## src/rtl/soc_bus_pkg.sv

```systemverilog
// Shared definitions for the soc_bus two-master arbiter: FSM state encoding and
// the data pattern returned to a master whose transfer was aborted by the watchdog.
package soc_bus_pkg;

   typedef enum logic [0:0] {
      ST_IDLE = 1'b0,
      ST_BUSY = 1'b1
   } arb_state_e;

   // Wide enough for any data width in use; consumers slice off DW bits.
   localparam logic [63:0] BUS_ERR_DATA = '1;

endpackage

```

## src/rtl/arb_rr_pick2.sv

```systemverilog
// Two-requester round-robin pick. Purely combinational: given the request pair
// and the index of the master served last, returns a one-hot grant (00 when no
// request is present).
module arb_rr_pick2 (
   input  logic [1:0] req,
   input  logic       last,
   output logic [1:0] gnt
);

   // A tie goes to the master that was not served last.
   always_comb begin
      gnt = 2'b00;
      case (req)
         2'b01:   gnt = 2'b01;
         2'b10:   gnt = 2'b10;
         2'b11:   gnt = last ? 2'b01 : 2'b10;
         default: gnt = 2'b00;
      endcase
   end

endmodule

```

## src/rtl/soc_bus_arbiter.sv

```systemverilog
// Two-master round-robin arbiter in front of the soc_bus master port.
// Master 0 is the CPU, master 1 a DMA/debug requester. A grant is registered in
// IDLE and held for one whole transfer in BUSY until the slave returns ready.
// Optional feature: define ARB_WATCHDOG_EN to abort transfers that see no
// s_ready for TIMEOUT BUSY cycles (sticky err_timeout flag).
module soc_bus_arbiter
   import soc_bus_pkg::*;
#(
   parameter int unsigned AW      = 8,
   parameter int unsigned DW      = 8,
   parameter int unsigned TIMEOUT = 64
) (
   input  logic          clk,
   input  logic          rst_n,
   input  logic [AW-1:0] m0_addr,
   input  logic [DW-1:0] m0_wdata,
   input  logic          m0_we,
   input  logic          m0_valid,
   output logic          m0_ready,
   output logic [DW-1:0] m0_rdata,
   input  logic [AW-1:0] m1_addr,
   input  logic [DW-1:0] m1_wdata,
   input  logic          m1_we,
   input  logic          m1_valid,
   output logic          m1_ready,
   output logic [DW-1:0] m1_rdata,
   output logic [AW-1:0] s_addr,
   output logic [DW-1:0] s_wdata,
   output logic          s_we,
   output logic          s_valid,
   input  logic          s_ready,
   input  logic [DW-1:0] s_rdata,
   output logic [1:0]    grant,
   output logic          err_timeout
);

   if (TIMEOUT < 2) begin : g_timeout_check
      $error("soc_bus_arbiter: TIMEOUT must be at least 2");
   end

   arb_state_e    state_q, state_d;
   logic [1:0]    grant_q, grant_d;
   logic          last_q, last_d;
   logic [1:0]    pick;
   logic          g_sel;
   logic          g_valid;
   logic          wd_fire;
   logic [DW-1:0] ret_data;

   assign g_sel   = grant_q[1];
   assign g_valid = g_sel ? m1_valid : m0_valid;
   assign grant   = grant_q;

   arb_rr_pick2 u_pick (
      .req  ({m1_valid, m0_valid}),
      .last (last_q),
      .gnt  (pick)
   );

`ifdef ARB_WATCHDOG_EN
   localparam int unsigned     CW      = $clog2(TIMEOUT);
   localparam logic [CW-1:0]   CntLast = CW'(TIMEOUT - 1);

   logic [CW-1:0] cnt_q;
   logic          err_q;

   assign wd_fire     = (state_q == ST_BUSY) && g_valid && !s_ready && (cnt_q == CntLast);
   assign err_timeout = err_q;

   // Watchdog: count BUSY cycles without ready; held at zero outside BUSY.
   always_ff @(posedge clk) begin
      if (!rst_n) begin
         cnt_q <= '0;
         err_q <= 1'b0;
      end else begin
         if (state_q != ST_BUSY) cnt_q <= '0;
         else if (!s_ready)      cnt_q <= cnt_q + CW'(1);
         if (wd_fire)            err_q <= 1'b1;
      end
   end
`else
   assign wd_fire     = 1'b0;
   assign err_timeout = 1'b0;
`endif

   // State register: FSM state, current owner and last-served master.
   always_ff @(posedge clk) begin
      if (!rst_n) begin
         state_q <= ST_IDLE;
         grant_q <= 2'b00;
         last_q  <= 1'b1;
      end else begin
         state_q <= state_d;
         grant_q <= grant_d;
         last_q  <= last_d;
      end
   end

   // Next state, bus mux and per-master responses.
   always_comb begin
      state_d  = state_q;
      grant_d  = grant_q;
      last_d   = last_q;
      s_valid  = 1'b0;
      s_addr   = '0;
      s_wdata  = '0;
      s_we     = 1'b0;
      m0_ready = 1'b0;
      m1_ready = 1'b0;
      m0_rdata = '0;
      m1_rdata = '0;
      ret_data = s_ready ? s_rdata : BUS_ERR_DATA[DW-1:0];
      unique case (state_q)
         ST_IDLE: begin
            if (pick != 2'b00) begin
               grant_d = pick;
               state_d = ST_BUSY;
            end
         end
         ST_BUSY: begin
            s_addr  = g_sel ? m1_addr  : m0_addr;
            s_wdata = g_sel ? m1_wdata : m0_wdata;
            s_we    = g_sel ? m1_we    : m0_we;
            if (!g_valid) begin
               // Owner withdrew its request: drop the bus, keep last unchanged.
               grant_d = 2'b00;
               state_d = ST_IDLE;
            end else begin
               s_valid = !wd_fire;
               if (s_ready || wd_fire) begin
                  // Responses are suppressed while reset is asserted.
                  if (rst_n) begin
                     m0_ready = !g_sel;
                     m1_ready = g_sel;
                     m0_rdata = g_sel ? '0 : ret_data;
                     m1_rdata = g_sel ? ret_data : '0;
                  end
                  last_d  = g_sel;
                  grant_d = 2'b00;
                  state_d = ST_IDLE;
               end
            end
         end
         default: begin
            grant_d = 2'b00;
            state_d = ST_IDLE;
         end
      endcase
   end

endmodule

```

## config.mk

```make
export PLATFORM = sky130hd
export DESIGN_NAME = soc_bus_arbiter
export DESIGN_NICKNAME = d
export VERILOG_FILES = /design/src/rtl/soc_bus_pkg.sv /design/src/rtl/arb_rr_pick2.sv /design/src/rtl/soc_bus_arbiter.sv
export SDC_FILE = /design/constraint.sdc
export NUM_CORES = 1
export LEC_CHECK = 0
export BUFFER_PORTS_ARGS = -buffer_cell sky130_fd_sc_hd__buf_2
export CORE_MARGIN = 2
export CORE_UTILIZATION = 31
export DETAILED_ROUTE_END_ITERATION = 6
export PLACE_DENSITY = 0.83
export SLEW_MARGIN = 20
export SYNTH_ARGS = -nofsm -noshare
export SYNTH_HDL_FRONTEND = slang
export SYNTH_SLANG_ARGS = --single-unit
export TNS_END_PERCENT = 1
```

## constraint.sdc

```tcl
create_clock -name clk -period 1.4 [get_ports clk]
set_clock_uncertainty 0.05 [all_clocks]
set_input_delay 0.07 -clock clk [delete_from_list [all_inputs] [get_ports clk]]
set_output_delay 0.07 -clock clk [all_outputs]
set_load 0.05 [all_outputs]
```

==> metrics.yaml <==
gp_routability_congestion: 0.8362
area_added_between_synthesis_and_finish_pct: 127.6
holdPathStages: 2
leakage_uw: 0.0007089
synthesis.yosys.warnings: 0
n_fill_cell: 142
regToRegEndpoint: "grant[0]"
number_of_standard_cells_in_the_final_layout_excluding_fillers: 205
grt_pass1_vias: 934
pin_count_of_the_biggest_net_entering_global_routing: 19
holdCritPathClass: "input pin to flop"
crit_slowest_cell: "sky130_fd_sc_hd__dfxtp_4"
fmax_mhz: 723.8
final_layout_net_count: 226
worst_setup_hold_path_clk_slew_ns: 0.04
portBuffers: 84
ant_nets: 0
rr_worst_depth: 3
cpPeakStageDelay_ns: 0.39
tritoncts: "done"
arrival_ns: 1.26
dpl.hpwl_mm: 1.860
antenna_cells: 0
timing.hold.worst.start: "rst_n"
wirelength_met1_um: 956
cp_data_required_time_ns: 1.28
async_reset_ff_share_pct: 0
finalWirelength_mm: 2.751
cts_hold_repair.buffers: 0
worst-path-max-fanout: 9
place_inst: 197
start_util_pct: 33.04
worst-setup-path-type: "flop to primary output"
fp.dieH_um: 49.73
synth_fp_nets: 137
drv_slew: 0
yosysMostFrequentCell: "sky130_fd_sc_hd__nor2_1"
pin_count: 86
cellPowerDensity_nw_per_um2: 556.3
timing.critical_path.to_type: "primary output"
core_area_um2: 1962
avgViaCountPerCell: 4.780
floorplan.die_area_um2: 2473
synth.largest_area_cell: "sky130_fd_sc_hd__mux2i_1"
fin_util_pct: 75.19
sequential_cell_area_um2: 85.08
syn_area_um2: 648.1
worstHoldEndpoint: "last_q"
cp_cell_sequence: "buf_12 > mux2i_1 > nor2_2 > buf_4"
startpoint_class_of_the_critical_path: "flop"
max_capacitance_violation_count: 0
timing.final.ws_setup_ns: 0.01845
tritoncts.num_buffers: 3
regToRegStartpoint: "grant[1]"
grt.overflow.total: 0
detail_route.drc_violations: 0
die_x_um: 49.73
drtPass1Iterations: 4
drt_iter0_markers: 9
synth_edf_count: 0
period_share_pct: 98.68
hold_slack_ns: 0.03833
worst_skew_pair.late_latency_ns: 0.24
synthesis.instances: 90
cts_htree_levels: 1
top_layer: "met4"
multi_input_comb_area_um2: 630.6
synth_top_cells_by_area: "sky130_fd_sc_hd__mux2i_1 26%, sky130_fd_sc_hd__and2_1 15%, sky130_fd_sc_hd__dfxtp_1 12%"
grt_setup_unrepaired: "true"
synth_seq_cells: 4
grt_usage_pct: 19.51
route.vias.total: 980
synth_ff_type: "sky130_fd_sc_hd__dfxtp_1"
met3_wirelength_um: 340
rrSetupSlack_ns: 0.18
numClockSinks: 4
routed_length_on_met2_mm: 1.439
antenna_violations_before_repair: 0
dpl_worst_slack_ns: 0.09217
grt_pass1_wl_mm: 3.795
yosys.cell_types.count: 24
synth.top_cells.by_count: "19 x sky130_fd_sc_hd__nor2_1, 17 x sky130_fd_sc_hd__mux2i_1, 16 x sky130_fd_sc_hd__and2_1, 4 x sky130_fd_sc_hd__dfxtp_1"
clockBufferDepth: 2
report.final.hold_viol_count: 0
vdd_drop_max_mv: 0.3388
buffer_type_at_the_clock_tree_root: "sky130_fd_sc_hd__clkbuf_4"
syn_avg_cell_area_um2: 7.201
drt-wirelength-per-cell_um: 13.42
yosysTopAreaCellShare_pct: 26.25
final_period_minus_worst_setup_slack_ns: 1.382
rows: 16
setup_viol_count_final: 0
run_status: "complete, no violations"
synth_sequential_area_ratio_pct: 12.36
final_layout_size_suffix_gt1_share_pct: 77.53
-- kinds of logic (layout without fill, tap and decap cells) --
group | after synthesis | count (layout) | synth area share, %
muxes | 17 | 17 | 26.25
DFF | 4 | 4 | 12.36
other | 1 | 1 | 0.5786
AOI/OAI and AO/OA | 12 | 12 | 11.78
and+or+nand+nor | 48 | 50 | 39.96
buffers and inverters | 8 | 94 | 9.072
-- cell usage in the layout, fill, tap and decap left out, drive strengths merged, types with 3 or more instances in the layout --
| cell type | count |
|---|---|
| a21oi | 3 |
| and2 | 16 |
| buf | 88 |
| clkbuf | 5 |
| dfxtp | 4 |
| mux2i | 17 |
| nand2 | 3 |
| nand3 | 3 |
| nor2 | 23 |
| o21ai | 3 |
-- layer usage --
layer,vias to the layer above,GRT usage [%]
met5,-,0
met4,0,8.333
met3,2,5.758
met2,75,38.44
met1,426,18.11
li1,477,-
-- cell type report --
class,count,area share [%]
tap,27,2.290
clock buffer,4,1.781
multi-input combinational,80,42.75
sequential,4,5.768
timing repair buffer,89,47.16
inverter,1,0.2545
-- stage by stage --
step | setup TNS (ns) | area (µm²) | total power, µW
6_report | 0 | 1475 | 820.6
5_1_grt | -0.3762 | 1475 | 863.6
4_1_cts | -0.04517 | 1389 | 799.1
3_5_place_dp | 0 | 1180 | 591.6
3_3_place_gp | 0 | 1180 | 580.9
2_1_floorplan | -1.989 | 733.2 | 458.0
-- sequential cells by signal (all words and copies together) (netlist names) --
name / cells
grant: 2
last_q: 1
state_q: 1
-- worst max-delay path, delay by kind of cell, from the launching register on --
family / cells / cell delay [ns]
buf+inv: 2 / 0.33
simple gates: 1 / 0.05
mux: 1 / 0.24
flops: 1 / 0.39
-- what timing repair did --
| action | in CTS | in global routing |
|---|---|---|
| endpoints found under the setup margin | 35 | 34 |
| pin swaps | 2 | 4 |
| gates resized for setup | 57 | 13 |
| buffers inserted | 0 | 1 |
| gates cloned | 1 | 2 |
-- how the worst max path moves through the flow --
stage,startpoint,end,slack [ns],cells past startpoint
detailed placement,state_q,m0_rdata[3],0.09,4
floorplan,grant[1],m0_rdata[0],-0.09,4
global placement,state_q,m0_rdata[0],0.15,4
finish,grant[1],s_addr[0],0.02,4
global route,grant[1],s_wdata[5],-0.04,4
CTS,grant[1],s_addr[0],-0.02,4
-- power breakdown --
| group | leakage [µW] | switching (µW) | internal [µW] | total [µW] |
|---|---|---|---|---|
| combinational | 0.000660 | 313 | 213 | 526 |
| sequential | 0.0000340 | 12.4 | 125 | 138 |
| clock | 0.0000150 | 50.0 | 107 | 157 |
Power figures use the tool's default switching activity.
